### src/rtl/usb_tx_pkg.sv
// Shared definitions for the USB low/full-speed transmit encoder:
// FSM states, default bit timing and differential line levels.
package usb_tx_pkg;

    localparam int CLKS_PER_BIT_DEFAULT = 8;

    typedef enum logic [2:0] {
        IDLE,
        DATA,
        STUFF,
        EOP_SE0,
        EOP_J
    } state_t;

    // Line levels packed as {D+, D-}
    localparam logic [1:0] LINE_J   = 2'b10;
    localparam logic [1:0] LINE_K   = 2'b01;
    localparam logic [1:0] LINE_SE0 = 2'b00;

    localparam logic [2:0] STUFF_RUN = 3'd6;

    function automatic logic [1:0] nrzi_toggle(input logic [1:0] level);
        return (level == LINE_J) ? LINE_K : LINE_J;
    endfunction

endpackage

### src/rtl/flex_counter.sv
// Clear-able up-counter that counts 1..rollover_val and wraps back to 1;
// rollover_flag is registered and high while count_out equals rollover_val.
module flex_counter #(
    parameter int NUM_CNT_BITS = 4
) (
    input  logic                    clk,
    input  logic                    n_rst,
    input  logic                    clear,
    input  logic                    count_enable,
    input  logic [NUM_CNT_BITS-1:0] rollover_val,
    output logic [NUM_CNT_BITS-1:0] count_out,
    output logic                    rollover_flag
);

    logic [NUM_CNT_BITS-1:0] count_next;

    always_comb begin
        count_next = count_out;
        if (clear) begin
            count_next = '0;
        end else if (count_enable) begin
            if (count_out == rollover_val) begin
                count_next = {{(NUM_CNT_BITS-1){1'b0}}, 1'b1};
            end else begin
                count_next = count_out + {{(NUM_CNT_BITS-1){1'b0}}, 1'b1};
            end
        end
    end

    always_ff @(posedge clk or negedge n_rst) begin
        if (!n_rst) begin
            count_out     <= '0;
            rollover_flag <= 1'b0;
        end else begin
            count_out     <= count_next;
            rollover_flag <= (count_next == rollover_val);
        end
    end

endmodule

### src/rtl/usb_tx_encoder.sv
// USB packet transmitter: serialises bytes LSB-first with bit stuffing and
// NRZI encoding onto registered D+/D- lines, terminated by SE0,SE0,J EOP.
module usb_tx_encoder
    import usb_tx_pkg::*;
#(
    parameter int CLKS_PER_BIT = CLKS_PER_BIT_DEFAULT
) (
    input  logic       clk,
    input  logic       n_rst,
    input  logic       tx_start,
    input  logic [7:0] tx_data,
    input  logic       tx_last,
    output logic       tx_data_get,
    output logic       dplus_out,
    output logic       dminus_out,
    output logic       tx_busy
);

    localparam logic [3:0] ROLL_VAL = 4'(CLKS_PER_BIT);

    state_t     state, state_n;
    logic [7:0] shift_reg, shift_n;
    logic       last_byte, last_n;
    logic       data_done, done_n;
    logic [2:0] bit_cnt, bit_n;
    logic [2:0] ones_cnt, ones_n;
    logic [1:0] line, line_n;
    logic       get;

    logic [3:0] clk_cnt;
    logic       period_flag;
    logic       period_end;
    logic       cnt_clear;
    logic       cnt_enable;
    logic       next_bit;

    assign period_end = period_flag && (state != IDLE);

    // Counter sits at 0 in IDLE so the accepting edge moves it to 1, and is
    // forced back to 0 when EOP ends so a same-cycle restart times correctly.
    assign cnt_clear  = ((state == IDLE) && !tx_start) || ((state == EOP_J) && period_end);
    assign cnt_enable = (state != IDLE) || tx_start;

    flex_counter #(
        .NUM_CNT_BITS(4)
    ) u_bit_timer (
        .clk          (clk),
        .n_rst        (n_rst),
        .clear        (cnt_clear),
        .count_enable (cnt_enable),
        .rollover_val (ROLL_VAL),
        .count_out    (clk_cnt),
        .rollover_flag(period_flag)
    );

    always_comb begin
        state_n  = state;
        shift_n  = shift_reg;
        last_n   = last_byte;
        done_n   = data_done;
        bit_n    = bit_cnt;
        ones_n   = ones_cnt;
        line_n   = line;
        get      = 1'b0;
        next_bit = 1'b0;

        case (state)
            IDLE: begin
                if (tx_start) begin
                    get      = 1'b1;
                    shift_n  = tx_data;
                    last_n   = tx_last;
                    done_n   = 1'b0;
                    bit_n    = 3'd0;
                    next_bit = tx_data[0];
                    ones_n   = next_bit ? 3'd1 : 3'd0;
                    line_n   = next_bit ? LINE_J : nrzi_toggle(LINE_J);
                    state_n  = DATA;
                end
            end

            DATA: begin
                if (period_end) begin
                    // Advance to the next pending bit first; a stuff bit, if
                    // due, goes out before that pending bit.
                    if (bit_cnt == 3'd7) begin
                        if (last_byte) begin
                            done_n = 1'b1;
                        end else begin
                            get     = 1'b1;
                            shift_n = tx_data;
                            last_n  = tx_last;
                            bit_n   = 3'd0;
                        end
                    end else begin
                        shift_n = {1'b0, shift_reg[7:1]};
                        bit_n   = bit_cnt + 3'd1;
                    end

                    next_bit = shift_n[0];
                    if (ones_cnt == STUFF_RUN) begin
                        state_n = STUFF;
                        ones_n  = 3'd0;
                        line_n  = nrzi_toggle(line);
                    end else if ((bit_cnt == 3'd7) && last_byte) begin
                        state_n = EOP_SE0;
                        bit_n   = 3'd0;
                        line_n  = LINE_SE0;
                    end else begin
                        state_n = DATA;
                        ones_n  = next_bit ? (ones_cnt + 3'd1) : 3'd0;
                        line_n  = next_bit ? line : nrzi_toggle(line);
                    end
                end
            end

            STUFF: begin
                if (period_end) begin
                    if (data_done) begin
                        state_n = EOP_SE0;
                        bit_n   = 3'd0;
                        line_n  = LINE_SE0;
                    end else begin
                        next_bit = shift_reg[0];
                        state_n  = DATA;
                        ones_n   = next_bit ? 3'd1 : 3'd0;
                        line_n   = next_bit ? line : nrzi_toggle(line);
                    end
                end
            end

            EOP_SE0: begin
                if (period_end) begin
                    if (bit_cnt == 3'd1) begin
                        state_n = EOP_J;
                        line_n  = LINE_J;
                    end else begin
                        bit_n = bit_cnt + 3'd1;
                    end
                end
            end

            EOP_J: begin
                if (period_end) begin
                    state_n = IDLE;
                    line_n  = LINE_J;
                    shift_n = 8'd0;
                    last_n  = 1'b0;
                    done_n  = 1'b0;
                    bit_n   = 3'd0;
                    ones_n  = 3'd0;
                end
            end

            default: begin
                state_n = IDLE;
                line_n  = LINE_J;
            end
        endcase
    end

    always_ff @(posedge clk or negedge n_rst) begin
        if (!n_rst) begin
            state     <= IDLE;
            shift_reg <= 8'd0;
            last_byte <= 1'b0;
            data_done <= 1'b0;
            bit_cnt   <= 3'd0;
            ones_cnt  <= 3'd0;
            line      <= LINE_J;
        end else begin
            state     <= state_n;
            shift_reg <= shift_n;
            last_byte <= last_n;
            data_done <= done_n;
            bit_cnt   <= bit_n;
            ones_cnt  <= ones_n;
            line      <= line_n;
        end
    end

    // Gated by reset so a held tx_start cannot advance upstream during reset.
    assign tx_data_get = get && n_rst;
    assign tx_busy     = (state != IDLE);
    assign dplus_out   = line[1];
    assign dminus_out  = line[0];

endmodule
### config.mk
export PLATFORM = sky130hd
export DESIGN_NAME = usb_tx_encoder
export DESIGN_NICKNAME = d
export VERILOG_FILES = /design/src/rtl/usb_tx_pkg.sv /design/src/rtl/flex_counter.sv /design/src/rtl/usb_tx_encoder.sv
export SDC_FILE = /design/constraint.sdc
export NUM_CORES = 1
export LEC_CHECK = 0
export ABC_CLOCK_PERIOD_IN_PS = 2720
export BUFFER_PORTS_ARGS = -buffer_cell sky130_fd_sc_hd__buf_2
export CAP_MARGIN = 15
export CORE_MARGIN = 1.5
export CORE_UTILIZATION = 54
export CTS_BUF_LIST = sky130_fd_sc_hd__clkbuf_16
export DETAILED_ROUTE_END_ITERATION = 16
export GPL_TIMING_DRIVEN = 0
export PLACE_DENSITY = 0.73
export REMOVE_ABC_BUFFERS = 1
export SLEW_MARGIN = 30
export SYNTH_ARGS = -nofsm -noshare
export SYNTH_HDL_FRONTEND = slang
export SYNTH_HIERARCHICAL = 1
export SYNTH_SLANG_ARGS = --single-unit
export TNS_END_PERCENT = 50
### constraint.sdc
create_clock -name clk -period 2.72 [get_ports clk]
set_clock_uncertainty 0.05 [all_clocks]
set_input_delay 0.816 -clock clk [delete_from_list [all_inputs] [get_ports clk]]
set_output_delay 0.816 -clock clk [all_outputs]
set_load 0.1 [all_outputs]
==> summary.txt, run 1 <==
FINISH
--------------------------------------------------------------------------
Final #Nets                                                            262
Final non-filler cell area                                    0.002140 sq mm
Core utilization of the finished layout                             64.12%
Post-route insts no fill                                               289
Area growth from synthesis to layout                                14.69%
Ratio of cells with drive above 1 in the final layout               15.23%
Flip-flop count of the largest register after layout                     8
Number of antenna repair diodes                                          0

FLOORPLAN
--------------------------------------------------------------------------
Full die area                                                 0.003816 sq mm
# rows                                                                  21
Floorplan die width                                               61.78 um
Top Ports                                                               16
Chip Height                                                       61.78 um
CORE AREA                                                     0.003337 sq mm
Initial core utilization                                            55.91%

YOSYS
--------------------------------------------------------------------------
Fraction of registers with async set/reset                          100.0%
Most instantiated cells after synthesis                       sky130_fd_sc_hd__dfrtp_1, sky130_fd_sc_hd__nor2_1, sky130_fd_sc_hd__nand2_1, sky130_fd_sc_hd__a21oi_1, sky130_fd_sc_hd__o21ai_0
Largest cells by area after synthesis                         sky130_fd_sc_hd__dfrtp_1, sky130_fd_sc_hd__nor2_1, sky130_fd_sc_hd__a21oi_1
Library cell with the largest summed area after synthesis     sky130_fd_sc_hd__dfrtp_1
Most frequent cell after synthesis                            sky130_fd_sc_hd__dfrtp_1
Flip-flop and latch count after synthesis                               26
Distinct cells, synth                                                   55
Count of mapped cells out of synthesis                                 221
Mean area per synthesized cell                                 8.441 sq um
Fraction of the yosys area taken by sequential cells                34.94%
Syn Std Cell Area                                             0.001866 sq mm
Warnings from Yosys                                                      6
Flip-flop cell with the highest count after synthesis         sky130_fd_sc_hd__dfrtp_1
Number of flops mapped to enable cells by yosys                          0
Area share of the largest cell type after synthesis                 33.53%

SETUP PATH
--------------------------------------------------------------------------
Source of the worst register-to-register timing path              state[2]
Signal arrival time at the worst endpoint                          1.72 ns
Sort of element at the start of the critical path                 register
Worst setup path category                                          reg2out
Critical path required time                                        1.85 ns
Flop-to-flop setup slack                                           0.19 ns
Endpoint kind of the worst setup timing path                    output pin
R2R depth                                                                8
Largest driver fanout on the critical path                              20
Terminus of the critical flop-to-flop path                    u_bit_timer/rollover_flag

POWER AND IR DROP
--------------------------------------------------------------------------
Post-layout power                                                 2.632 mW
Total power per unit cell area                                1230 mW/mm^2
Static Leakage                                                   0.9375 nW
Worst vdd ir                                                     0.6226 mV

PLACEMENT
--------------------------------------------------------------------------
Placed cell area                                              0.001996 sq mm
Port-buffer cells                                                       15
Half-perimeter wire length of the detailed placement result       2.823 mm
Placed cells                                                           285
Gpl congestion                                                      0.9244

CLOCKING
--------------------------------------------------------------------------
Count of H-tree levels built during CTS                                  1
Number of sinks driven by the clock tree                                26
Clock Pin Slew Worst Setup and Hold Paths                          0.07 ns
Root buffer cell                                              sky130_fd_sc_hd__clkbuf_16
Clock tree from TritonCTS                                            built
Clock latency on the worst-skew pair                               0.26 ns
Number of buffers on the longest clock path                              2
Clock buffers created by TritonCTS                                       3
Hold-fix buffer count after cts                                          0

STA
--------------------------------------------------------------------------
Clock period minus worst slack                                    2.584 ns
Maximum operating frequency                                      387.0 MHz
Slew of the pin with the lowest slew margin                      0.6449 ns
Normalized max-slew margin                                          57.01%
Final setup fails                                                        0
Final period utilization                                            95.00%
RSZ-0062 raised after global routing                                    no
Setup_tns                                                             0 ns
Final hold violations                                                    0
Pins Over Slew Limit                                                     0

DRT
--------------------------------------------------------------------------
Final wirelength                                                  4.014 mm
Pre-Repair DR Iteration Count                                            4
Number of remaining DRC errors                                           0
Vias/cell                                                            5.758
WL per Instance                                                   13.89 um
Vias after detailed routing                                           1664
Post-route antenna net violation count                                   0
Initial DRC count                                                      180

GRT
--------------------------------------------------------------------------
Wire length of the first global-routing pass                      6.810 mm
Gr usage total                                                      23.69%
Vias in the first global route                                        1525
Largest net degree at the start of global routing                       28
Antenna violations before repair                                         0
GRT overflow                                                             0

MIN PATH
--------------------------------------------------------------------------
Worst min-delay path class                                        in2async

OUTCOME
--------------------------------------------------------------------------
Run status                                                    finished clean

FLOW RUN
--------------------------------------------------------------------------
Max-capacitance violation count                                          0

[critical path: stages (launching register included)]
cell,delay [ns]
sky130_fd_sc_hd__dfrtp_2,0.53
sky130_fd_sc_hd__or3_2,0.60
sky130_fd_sc_hd__buf_2,0.33
[layout make-up]
cell class                      count  area (sq um)
Tap cell                           46         57.56
Timing Repair Buffer               15         83.83
Clock inverter                      1         30.03
Fill cell                         289          1197
Sequential cell                    26         655.6
Multi-Input combinational cell    186          1192
Inverter                           12         45.04
Clock buffer                        3         75.07
[worst max-delay path by stage]
| stage | startpoint | to | slack, ns | cells after the start |
|---|---|---|---|---|
| global route | bit_cnt[0] | tx_data_get | 0.05 | 6 |
| detailed placement | state[2] | u_bit_timer/rollover_flag | -0.28 | 8 |
| floorplan | state[2] | u_bit_timer/rollover_flag | -0.17 | 8 |
| global placement | state[0] | u_bit_timer/rollover_flag | -0.46 | 7 |
| finish | state[2] | tx_busy | 0.14 | 2 |
| CTS | bit_cnt[0] | tx_data_get | 0.06 | 6 |
[placed cells by master (no fill, tap or decap), types with 4 or more instances in the layout]
| cell type | Yosys | routed |
|---|---|---|
| sky130_fd_sc_hd__a21oi_1 | 17 | 17 |
| sky130_fd_sc_hd__a22oi_1 | 9 | 9 |
| sky130_fd_sc_hd__buf_2 | 2 | 13 |
| sky130_fd_sc_hd__conb_1 | 2 | 19 |
| sky130_fd_sc_hd__dfrtp_1 | 25 | 22 |
| sky130_fd_sc_hd__ha_1 | 6 | 5 |
| sky130_fd_sc_hd__inv_1 | 12 | 11 |
| sky130_fd_sc_hd__mux2i_1 | 5 | 5 |
| sky130_fd_sc_hd__nand2_1 | 18 | 18 |
| sky130_fd_sc_hd__nand2b_1 | 4 | 4 |
| sky130_fd_sc_hd__nor2_1 | 23 | 22 |
| sky130_fd_sc_hd__nor2b_1 | 5 | 5 |
| sky130_fd_sc_hd__nor3_1 | 4 | 4 |
| sky130_fd_sc_hd__o211ai_1 | 4 | 4 |
| sky130_fd_sc_hd__o21a_1 | 4 | 4 |
| sky130_fd_sc_hd__o21ai_0 | 13 | 12 |
| sky130_fd_sc_hd__o22ai_1 | 5 | 5 |
| sky130_fd_sc_hd__xor2_1 | 5 | 5 |
[power breakdown]
part / switching, mW / leakage, nW / internal (mW)
registers: 0.225 / 0.320 / 0.560
clock network: 0.141 / 0.0511 / 0.293
logic: 0.871 / 0.567 / 0.542
total: 1.24 / 0.938 / 1.40
[per-layer routing]
metal | track usage (%) | routed length [um]
met4 | 5.167 | 28
met1 | 35.09 | 1885
met3 | 4.141 | 173
met5 | 0 | 0
met2 | 36.54 | 1926
[cells by family after synthesis]
kind of cell	Yosys count	share of synthesized area, %
xor gates and xnor gates	7	3.286
muxes	8	4.494
and+or+nand+nor	74	21.19
DFF	26	34.94
buffers and inverters	26	5.969
adders and majority gates	6	4.024
AOI/OAI and AO/OA	72	25.69
other	2	0.4026
[per-stage QoR]
step                hold WS (ns)  setup WS (ns)
CTS                       0.4142        0.06256
global route              0.4295        0.04870
floorplan                 0.4257        -0.1718
global placement          0.4575        -0.4567
detailed placement        0.4656        -0.2799
finish                    0.4008         0.1359
[timing repair]
action                     4_1_cts  5_1_grt
buffers inserted                 0        0
pin swaps                        0        0
resized for setup                7        5
setup endpoints to repair        2        2
Note: power is estimated with default switching activity, not from simulation.
==> inputs of run 2 (changes only) <==
--- a/config.mk
+++ b/config.mk
@@ -5,7 +5,7 @@
 export SDC_FILE = /design/constraint.sdc
 export NUM_CORES = 1
 export LEC_CHECK = 0
-export ABC_CLOCK_PERIOD_IN_PS = 2720
+export ABC_CLOCK_PERIOD_IN_PS = 3200
 export BUFFER_PORTS_ARGS = -buffer_cell sky130_fd_sc_hd__buf_2
 export CAP_MARGIN = 15
 export CORE_MARGIN = 1.5
@@ -14,6 +14,7 @@
 export DETAILED_ROUTE_END_ITERATION = 16
 export GPL_TIMING_DRIVEN = 0
 export PLACE_DENSITY = 0.73
+export RECOVER_POWER = 100
 export REMOVE_ABC_BUFFERS = 1
 export SLEW_MARGIN = 30
 export SYNTH_ARGS = -nofsm -noshare
==> constraint.sdc (replaced) <==
create_clock -name clk -period 3.2 [get_ports clk]
set_clock_uncertainty 0.05 [all_clocks]
set_input_delay 0.96 -clock clk [delete_from_list [all_inputs] [get_ports clk]]
set_output_delay 0.96 -clock clk [all_outputs]
set_load 0.1 [all_outputs]
==> summary.txt, run 2 (synthesized netlist as in run 1, its figures left out) <==
OUTCOME
--------------------------------------------------------------------------
Run status                                                    finished clean   unchanged

CLOCKING
--------------------------------------------------------------------------
PostCTS Resize Cnt                                                       0   was 7
Clock tree from TritonCTS                                            built   unchanged
Clock latency on the worst-skew pair                               0.26 ns   about the same
Number of buffers on the longest clock path                              2   unchanged
Clock Pin Slew Worst Setup and Hold Paths                          0.07 ns   about the same
Number of sinks driven by the clock tree                                26   unchanged
Count of H-tree levels built during CTS                                  1   unchanged
Hold-fix buffer count after cts                                          0   unchanged
Clock buffers created by TritonCTS                                       3   unchanged
Root buffer cell                                              sky130_fd_sc_hd__clkbuf_16   unchanged
Buffer count from post-CTS setup fixing                                  0   unchanged

FINISH
--------------------------------------------------------------------------
Area growth from synthesis to layout                                12.34%   was 14.69%
Flip-flop count of the largest register after layout                     8   unchanged
Number of antenna repair diodes                                          0   unchanged
Post-route insts no fill                                               289   unchanged
Most used cells in the layout excluding fill and tap cells    sky130_fd_sc_hd__dfrtp_1, sky130_fd_sc_hd__nor2_1, sky130_fd_sc_hd__conb_1   was sky130_fd_sc_hd__nor2_1, sky130_fd_sc_hd__dfrtp_1, sky130_fd_sc_hd__conb_1
Core utilization of the finished layout                             62.80%   was 64.12%
Ratio of cells with drive above 1 in the final layout               11.11%   was 15.23%
Final #Nets                                                            262   unchanged
Commonest non-fill, non-tap cell in the layout                sky130_fd_sc_hd__dfrtp_1

STA
--------------------------------------------------------------------------
Maximum operating frequency                                      340.3 MHz
Setup_tns                                                             0 ns   unchanged
Slew of the pin with the lowest slew margin                       1.164 ns   was 0.6449 ns
Final period utilization                                            91.84%
Normalized max-slew margin                                          22.76%   was 57.01%
RSZ-0062 raised after global routing                                    no   unchanged
Final setup fails                                                        0   unchanged
Pins Over Slew Limit                                                     0   unchanged
Hold slack final                                                 0.4705 ns   was 0.4008 ns
Clock period minus worst slack                                    2.939 ns
Final hold violations                                                    0   unchanged

SETUP PATH
--------------------------------------------------------------------------
Cell occurring most often along the worst timing path         sky130_fd_sc_hd__ha_1
Sort of element at the start of the critical path                 register   unchanged
Timing endpoint of the critical path                           tx_data_get   was tx_busy
Cell type of the slowest stage on the worst timing path       sky130_fd_sc_hd__dfrtp_1   was sky130_fd_sc_hd__or3_2
Terminus of the critical flop-to-flop path                    u_bit_timer/rollover_flag   unchanged
R2R depth                                                                8   unchanged
Source of the worst register-to-register timing path              state[2]   unchanged
Critical path required time                                        2.19 ns   was 1.85 ns
Highest cell delay on the worst timing path                        0.39 ns   was 0.60 ns
Crit. path cell count                                                    6   was 2
Endpoint kind of the worst setup timing path                    output pin   unchanged
Worst path buffer plus inverter count                                    1   unchanged
Worst setup path category                                          reg2out   unchanged
Signal arrival time at the worst endpoint                          1.93 ns   was 1.72 ns
Worst Setup SP                                                  bit_cnt[0]   was state[2]
Cell family with most CP delay                                 adder cells   was simple AND/OR/NAND/NOR gates
Largest driver fanout on the critical path                              10   was 20
Cell breakdown of the critical path                           ha_1, ha_1, nand2b_1, o22ai_1, and3_1, clkbuf_4   was or3_2, buf_2
Flop-to-flop setup slack                                           0.29 ns   was 0.19 ns

DRT
--------------------------------------------------------------------------
Initial DRC count                                                      166   was 180
Post-route antenna net violation count                                   0   unchanged
WL per Instance                                                   13.68 um   was 13.89 um
Pre-Repair DR Iteration Count                                            4   unchanged
Vias/cell                                                            5.761   was 5.758
Vias after detailed routing                                           1665   was 1664
Number of remaining DRC errors                                           0   unchanged
Final wirelength                                                  3.954 mm   was 4.014 mm

FLOORPLAN
--------------------------------------------------------------------------
Chip Height                                                       61.78 um   unchanged
# rows                                                                  21   unchanged
CORE AREA                                                     0.003337 sq mm   unchanged
Initial core utilization                                            55.91%   unchanged
Top Ports                                                               16   unchanged
Floorplan die width                                               61.78 um   unchanged
Full die area                                                 0.003816 sq mm   unchanged

PLACEMENT
--------------------------------------------------------------------------
Half-perimeter wire length of the detailed placement result       2.823 mm   unchanged
Gpl congestion                                                      0.9244   unchanged
Port-buffer cells                                                       15   unchanged
Placed cells                                                           285   unchanged

MIN PATH
--------------------------------------------------------------------------
Min-Delay Path Depth                                                     1
Worst min-delay path class                                         reg2reg   was in2async

POWER AND IR DROP
--------------------------------------------------------------------------
Post-layout power                                                 2.202 mW   was 2.632 mW
Total power per unit cell area                                1050 mW/mm^2   was 1230 mW/mm^2
Static Leakage                                                   0.9336 nW   was 0.9375 nW
Worst vdd ir                                                     0.5294 mV   was 0.6226 mV

GRT
--------------------------------------------------------------------------
GRT overflow                                                             0   unchanged
Wire length of the first global-routing pass                      6.768 mm   was 6.810 mm
Vias in the first global route                                        1540   was 1525
Gr usage total                                                      23.56%   was 23.69%
Largest net degree at the start of global routing                       28   unchanged
Antenna violations before repair                                         0   unchanged

FLOW RUN
--------------------------------------------------------------------------
Max-capacitance violation count                                          0   unchanged

[run 2: report_power, final]
group	switching (mW)	internal, mW
Clock	0.119	0.249
Sequential	0.188	0.474
Combinational	0.727	0.445
[run 2: worst min-delay path by stage]
stage,start,endpoint,slack (ns)
finish,bit_cnt[0],bit_cnt[0],0.47
global route,bit_cnt[0],bit_cnt[0],0.50
global placement,shift_reg[4],shift_reg[4],0.46
floorplan,shift_reg[0],shift_reg[0],0.43
detailed placement,bit_cnt[0],bit_cnt[0],0.47
CTS,bit_cnt[0],bit_cnt[0],0.47
[run 2: area by class of cell]
cell class	instances	area [sq um]
repair buffers	15	77.57
fillers	300	1241
multi-input cells	186	1159
flip-flops and latches	26	651.9
clock inverters	1	30.03
well taps	46	57.56
clock buffers	3	75.07
inverters	12	45.04
[run 2: layer usage]
metal | wire [um] | track usage (%)
met1 | 1916 | 34.56
met2 | 1825 | 36.39
met3 | 184 | 4.141
met4 | 27 | 5.775
met5 | 0 | 0
[run 2: per-stage QoR]
| stage | worst slack, ns | area, sq um |
|---|---|---|
| global placement | 0.02333 | 1996 |
| finish | 0.2612 | 2096 |
| CTS | 0.04889 | 2101 |
| global route | 0.07045 | 2096 |
| floorplan | 0.2817 | 1863 |
| detailed placement | 0.04932 | 1996 |
